===== config.mk =====
export PLATFORM = sky130hd
export DESIGN_NAME = prio_interrupt_controller
export DESIGN_NICKNAME = d
export VERILOG_FILES = /design/src/rtl/irq_pkg.sv /design/src/rtl/irq_prio_encoder.sv /design/src/rtl/prio_interrupt_controller.sv
export SDC_FILE = /design/constraint.sdc
export NUM_CORES = 1
export LEC_CHECK = 0
export ABC_AREA = 1
export ABC_CLOCK_PERIOD_IN_PS = 1800
export BUFFER_PORTS_ARGS = -buffer_cell sky130_fd_sc_hd__buf_2
export CORE_MARGIN = 10
export CORE_UTILIZATION = 30
export CTS_BUF_LIST = sky130_fd_sc_hd__clkbuf_2 sky130_fd_sc_hd__clkbuf_4 sky130_fd_sc_hd__clkbuf_8
export CTS_CLUSTER_DIAMETER = 50
export DETAILED_ROUTE_END_ITERATION = 10
export GPL_TIMING_DRIVEN = 0
export PLACE_DENSITY = 0.71
export SLEW_MARGIN = 20
export SYNTH_ARGS = -nofsm -noshare
export SYNTH_HDL_FRONTEND = slang
export SYNTH_SLANG_ARGS = --single-unit

===== constraint.sdc =====
create_clock -name clk_i -period 1.8 [get_ports clk_i]
set_input_delay 0.36 -clock clk_i [delete_from_list [all_inputs] [get_ports clk_i]]
set_output_delay 0.36 -clock clk_i [all_outputs]
set_load 0.01 [all_outputs]

===== src/rtl/irq_pkg.sv =====
// irq_pkg: shared constants, id type and one-hot helper for the interrupt controller
package irq_pkg;
    localparam logic [31:0] IRQ_CAUSE_BASE = 32'h1000_0010;
    typedef logic [4:0] irq_id_t;
    function automatic logic [31:0] onehot(input irq_id_t id);
        return 32'b1 << id;
    endfunction
endpackage


===== src/rtl/irq_prio_encoder.sv =====
// irq_prio_encoder: fixed-priority encoder, lowest set index wins
module irq_prio_encoder #(
    parameter int N = 16,
    parameter int W = 4
) (
    input  logic [N-1:0] elig_i,
    output logic         valid_o,
    output logic [W-1:0] sel_id_o
);
    always_comb begin
        sel_id_o = '0;
        for (int k = N - 1; k >= 0; k--)
            sel_id_o = elig_i[k] ? W'(k) : sel_id_o;
    end
    assign valid_o = |elig_i;
endmodule


===== src/rtl/prio_interrupt_controller.sv =====
// prio_interrupt_controller: fixed-priority multi-channel interrupt arbiter with nesting and edge/level channels
module prio_interrupt_controller
    import irq_pkg::*;
#(
    parameter int                 IRQ_NUM    = 16,
    parameter logic [31:0]        CAUSE_BASE = IRQ_CAUSE_BASE,
    parameter logic [IRQ_NUM-1:0] EDGE_MASK  = '0
) (
    input  logic               clk_i,
    input  logic               rst_i,
    input  logic               exception_i,
    input  logic               mret_i,
    input  logic               mie_i,
    input  logic [IRQ_NUM-1:0] irq_mask_i,
    input  logic [IRQ_NUM-1:0] irq_req_i,
    output logic               irq_o,
    output logic [31:0]        irq_cause_o,
    output logic               irq_ret_o,
    output logic [IRQ_NUM-1:0] irq_ack_o
);
    localparam int IW = IRQ_NUM > 1 ? $clog2(IRQ_NUM) : 1;

    logic               r_exc_h, r_irq_h;
    logic [IW-1:0]      r_active_id;
    logic [IRQ_NUM-1:0] r_pend, r_req_q;
    logic [IRQ_NUM-1:0] w_elig, w_clr, w_rise;
    logic [IW-1:0]      w_sel_id;
    logic               w_valid;

    assign w_elig = ((EDGE_MASK & r_pend) | (~EDGE_MASK & irq_req_i)) & irq_mask_i;

    irq_prio_encoder #(.N(IRQ_NUM), .W(IW)) u_enc (
        .elig_i  (w_elig),
        .valid_o (w_valid),
        .sel_id_o(w_sel_id)
    );

    assign irq_o       = mie_i & w_valid & ~r_exc_h & ~r_irq_h & ~exception_i;
    assign irq_cause_o = CAUSE_BASE + 32'(irq_o ? w_sel_id : r_active_id);
    assign irq_ret_o   = mret_i & ~exception_i & ~r_exc_h & r_irq_h;
    assign irq_ack_o   = irq_ret_o ? IRQ_NUM'(onehot(irq_id_t'(r_active_id))) : '0;
    // a new rising edge is OR-ed in after the grant clear, so set wins
    assign w_clr  = irq_o ? EDGE_MASK & IRQ_NUM'(onehot(irq_id_t'(w_sel_id))) : '0;
    assign w_rise = EDGE_MASK & irq_req_i & ~r_req_q;

    always_ff @(posedge clk_i) begin
        if (rst_i) begin
            r_exc_h     <= 1'b0;
            r_irq_h     <= 1'b0;
            r_active_id <= '0;
            r_pend      <= '0;
            r_req_q     <= '0;
        end else begin
            r_req_q     <= irq_req_i;
            r_pend      <= (r_pend & ~w_clr) | w_rise;
            r_active_id <= irq_o ? w_sel_id : r_active_id;
            r_exc_h     <= exception_i | (r_exc_h & ~mret_i);
            r_irq_h     <= irq_o | (r_irq_h & ~irq_ret_o);
        end
    end
endmodule


### Word level (Yosys, flattened, before mapping)

Index checks and enable logic that the tools add are counted.

* RAM bits: 0
* latch bits: 0
* bits in registers: 6
* output and inout bits: 50
* bits in read-only memories: 0
* memories: 0

* equal/unequal tests: 0
* multiply operators: 0
* shift-type cells: 1
* magnitude comparators: 0
* bitwise logic cells: 17
* reduce and logical (&&, ||, !) cells: 1
* multiplexer cells: 18
* divide/modulo/power cells: 0
* add/subtract/negate cells: 1

Operator list (count)
* $mux 4: 17
* $add 29x4->30 const A: 1
* $and 16x16->16: 1
* $mux 16: 1
* $reduce_or 16->1: 1
* $shl 1x4->16 const A: 1
* $and 1x1->1: 9
* $not 1->1: 5
* $or 1x1->1: 2

### Logic depth before layout (Yosys ltp)

* word-level depth: 19
* gate-level depth with buffers: 18
* mapped depth without buffers: 18

### By module

A second synthesis with hierarchy kept.

* cells, all modules: 183
* area, all modules: 994.7 um2

Modules (own cells, without submodules)
* prio_interrupt_controller: area an instance 785.8 um2, cells an instance 134, times used 1, seq. area each 120.1 um2
* irq_prio_encoder: area an instance 209.0 um2, cells an instance 49, times used 1, seq. area each 0.0 um2

### Least setup slack after synthesis

OpenSTA, ideal clock, no wires.

* kind: input port to output port
* start: input exception_i
* end: output irq_ack_o[0]
* path buffers: 0
* data arrival time: 1.366 ns
* cell stages on the path: 5
* path slack: 0.074 ns
* path through: nor2_2 inv_1 nor3_1 nand2_1 nor2_1

* longest elaborated chain between the ends: 5

RTL lines
* start, declared: RTL line prio_interrupt_controller.sv:11 `input logic exception_i,`
* $not 1->1: RTL line prio_interrupt_controller.sv:40 `assign irq_ret_o = mret_i & ~exception_i & ~r_exc_h & r_irq_h;`
* $and 1x1->1 (3 in a row): RTL line prio_interrupt_controller.sv:40
* net irq_ret_o: RTL line prio_interrupt_controller.sv:18 `output logic irq_ret_o,`
* $mux 16: RTL line prio_interrupt_controller.sv:41 `assign irq_ack_o = irq_ret_o ? IRQ_NUM'(onehot(irq_id_t'(r_active_id))) : '0;`
* end, declared: RTL line prio_interrupt_controller.sv:19 `output logic [IRQ_NUM-1:0] irq_ack_o`

The timed path passes the listed nets, and every way through them passes these cells.

### Worst setup path after layout

* start: input irq_mask_i[14]
* end: output irq_cause_o[1]

* longest elaborated chain between the ends: 18
* elaborated cells on any way between the ends: 23

RTL lines
* start, declared: RTL line prio_interrupt_controller.sv:14 `input logic [IRQ_NUM-1:0] irq_mask_i,`
* $and 16x16->16 *: RTL line prio_interrupt_controller.sv:30 `assign w_elig = ((EDGE_MASK & r_pend) | (~EDGE_MASK & irq_req_i)) & irq_mask_i;`
* $mux 4 (15 in a row): RTL line irq_prio_encoder.sv:13 `sel_id_o = elig_i[k] ? W'(k) : sel_id_o;`
* $mux 4 *: RTL line prio_interrupt_controller.sv:39 `assign irq_cause_o = CAUSE_BASE + 32'(irq_o ? w_sel_id : r_active_id);`
* $add 29x4->30 *: RTL line prio_interrupt_controller.sv:39
* end, declared: RTL line prio_interrupt_controller.sv:17 `output logic [31:0] irq_cause_o,`

Mark *: on every way between the ends. The rest lies on a longest branch, timed or not.

==> reports/qor.txt <==
Combinational share of power: 53.7%
Leakage: 0.914 nW
Storage cell area: 121 um2
Initial Util: 32.5%
R2r endpoint: r_active_id[0]
Post-synthesis cell area: 828 um2
Max-Cap Viols: 0
Critical hold path startpoint: rst_i
Count of pins over their slew limit: 0
Sw Share: 37.4%
Power per cell area: 403 nW/um2
Cell count after placement: 263
Die Area: 5260 um2
Gr usage total: 10.0%
Global-route wire length before repair: 4510 um
Routed len/inst: 10.5 um
Core area: 2540 um2
Initial antenna violation count: 0
Setup Skew: 0.00233 ns
Fill count: 275
Worst Setup Path Type: in -> out
ANT nets after route: 0
CTS tree: built
RD Place Congestion: 0.725
Setup ws final: -0.106 ns
DRC violations left: 0
Die Y: 72.5 um
Final HPWL DP: 2510 um
Reg2reg setup slack: 0.50 ns
Clock slew at reported path FFs: 0.04 ns
Min-Delay Path Class: in -> reg
Clk pwr share: 20.5%
YS warnings: 0
Synth cell types: 17
Yosys reg bits: 6
Cells after Synth: 149
CTS Hold Bufs: 0
Highest clock rate: 525 MHz
Clock latency on the worst-skew pair: 0.24 ns
# port buffers: 58
Final non-filler cell total: 275
Fin area: 1480 um2
Register area share after synthesis: 14.5%
DRT Wirelength: 2900 um
Critical path data required time: 1.44 ns
WHS Endpoint: r_active_id[2]
Area leader, netlist: buf_4
Period minus WS final: 1.91 ns
Final period util: 106%
Final #Nets: 284
Most common cell after layout, fill and taps aside: buf_2
Area post-placement: 1250 um2
R2r worst-path depth: 9
Vias/cell: 4.01
Vias in the first global route: 1084
Vias after detailed routing: 1102
Synth Area per Inst: 5.56 um2
Synth area leaders: buf_4 (25%), nand2_1 (21%), dfxtp_1 (15%)
H-Tree Depth: 1
Layout cells sized above 1: 53.5%
Final hold viol count: 0
Total power: 0.597 mW
Critical path data arrival time: 1.55 ns
Clock Sink Count: 6
Total CTS buffers: 3
I/O pin total: 87
Clk root buf: clkbuf_4
Net load switching power: 0.224 mW
Int Pwr: 0.374 mW
Core Util, Final: 58.2%
Max FO, Critical Path: 5
Area of the multi-input gates: 651 um2
Chip Width: 72.5 um
Commonest cells after routing, fill and taps aside: buf_2 (53), buf_4 (37), nand2_1 (35)
Post-synth top area share: 25.4%
Seq pwr share: 25.8%
TNS Setup: -0.297 ns
Pin count of the biggest net entering global routing: 9
Starting DRT DRC Count: 23
Gr ovfl total: 0
Hold depth: 2
Violated checks: setup timing
# diodes: 0
Worst setup SP type: input pin
Final setup vio count: 4
Status: finished with violations
Unrepaired setup endpoints after global routing: true
Max VDD drop: 0.433 mV
Row count: 18
Area grow syn2layout: 78.9%
Worst R2R Start: r_irq_h
Setup crit end kind: output pin
Worst-case clock buffer depth: 2
Drt first pass iters: 2
cell type report:
| type | count | share of cell area, % |
|---|---|---|
| multi-input combinational | 129 | 43.9 |
| timing repair buffer | 67 | 26.3 |
| buffer | 28 | 14.2 |
| sequential | 6 | 8.19 |
| inverter | 12 | 3.38 |
| tap | 30 | 2.53 |
| clock buffer | 3 | 1.52 |
how the worst max path moves through the flow:
stage,startpoint,endpoint,depth (start not counted)
global route,irq_req_i[15],irq_cause_o[0],20
CTS,r_exc_h,irq_cause_o[0],10
global placement,irq_req_i[12],irq_cause_o[1],10
floorplan,exception_i,irq_ack_o[0],5
finish,irq_mask_i[14],irq_cause_o[1],10
detailed placement,irq_req_i[12],irq_cause_o[1],10
what timing repair did:
action | CTS | global route
pin swaps | 10 | 15
gates resized for setup | 16 | 21
setup endpoints to repair | 19 | 21
buffers inserted | 8 | 1
critical path, cell delays in order:
cell      delay [ns]
buf_2           0.12
nand2_4         0.06
nand2_4         0.06
o41ai_4         0.38
nand2_2         0.15
clkinv_4        0.11
nor2_4          0.04
o21ai_2         0.06
nand2_1         0.06
buf_2           0.14
flip-flops by register name (all words and copies together), names as in the netlist:
name         flops
r_active_id      4
r_irq_h          1
r_exc_h          1
metal layers:
metal	track usage, %	vias to the layer above	share of wire (%)	routed length, um
met3	5.99	2	11	324
met5	0	-	0	0
met2	18.5	45	53	1520
met1	9.73	459	36	1030
li1	-	596	-	-
met4	0.633	0	0.66	19
power by group through the flow:
stage / clock network (mW) / registers, mW / logic [mW]
after CTS: 0.126 / 0.153 / 0.286
after global placement: 0 / 0.154 / 0.245
after global routing: 0.132 / 0.155 / 0.358
after detailed placement: 0 / 0.154 / 0.246
final: 0.123 / 0.154 / 0.320
after floorplan: 0 / 0.152 / 0.175
cells in the mapped netlist:
cell / count
a21oi_1: 5
a31oi_1: 1
buf_4: 28
clkinv_2: 1
conb_1: 2
dfxtp_1: 6
inv_1: 11
nand2_1: 47
nand2_2: 6
nand3_1: 9
nor2_1: 25
nor2_2: 2
nor3_1: 1
o21ai_0: 2
o21ai_2: 1
o31ai_1: 1
o41ai_2: 1
cells by family (layout without fill, tap and decap cells):
family | count (synthesis) | in the layout | share of synthesized area (%)
buffers and inverters | 40 | 110 | 31.0
AND/OR/NAND/NOR | 90 | 90 | 44.7
flip-flops | 6 | 6 | 14.5
other | 2 | 28 | 0.907
AO/OA/AOI/OAI | 11 | 11 | 8.91
per-stage QoR:
| step | setup WS [ns] | hold WS (ns) |
|---|---|---|
| finish | -0.106 | 0.348 |
| floorplan | 0.0738 | 0.429 |
| detailed placement | -0.129 | 0.475 |
| global route | -0.212 | 0.371 |
| CTS | -0.0591 | 0.348 |
| global placement | -0.120 | 0.468 |
Power figures use the tool's default switching activity.
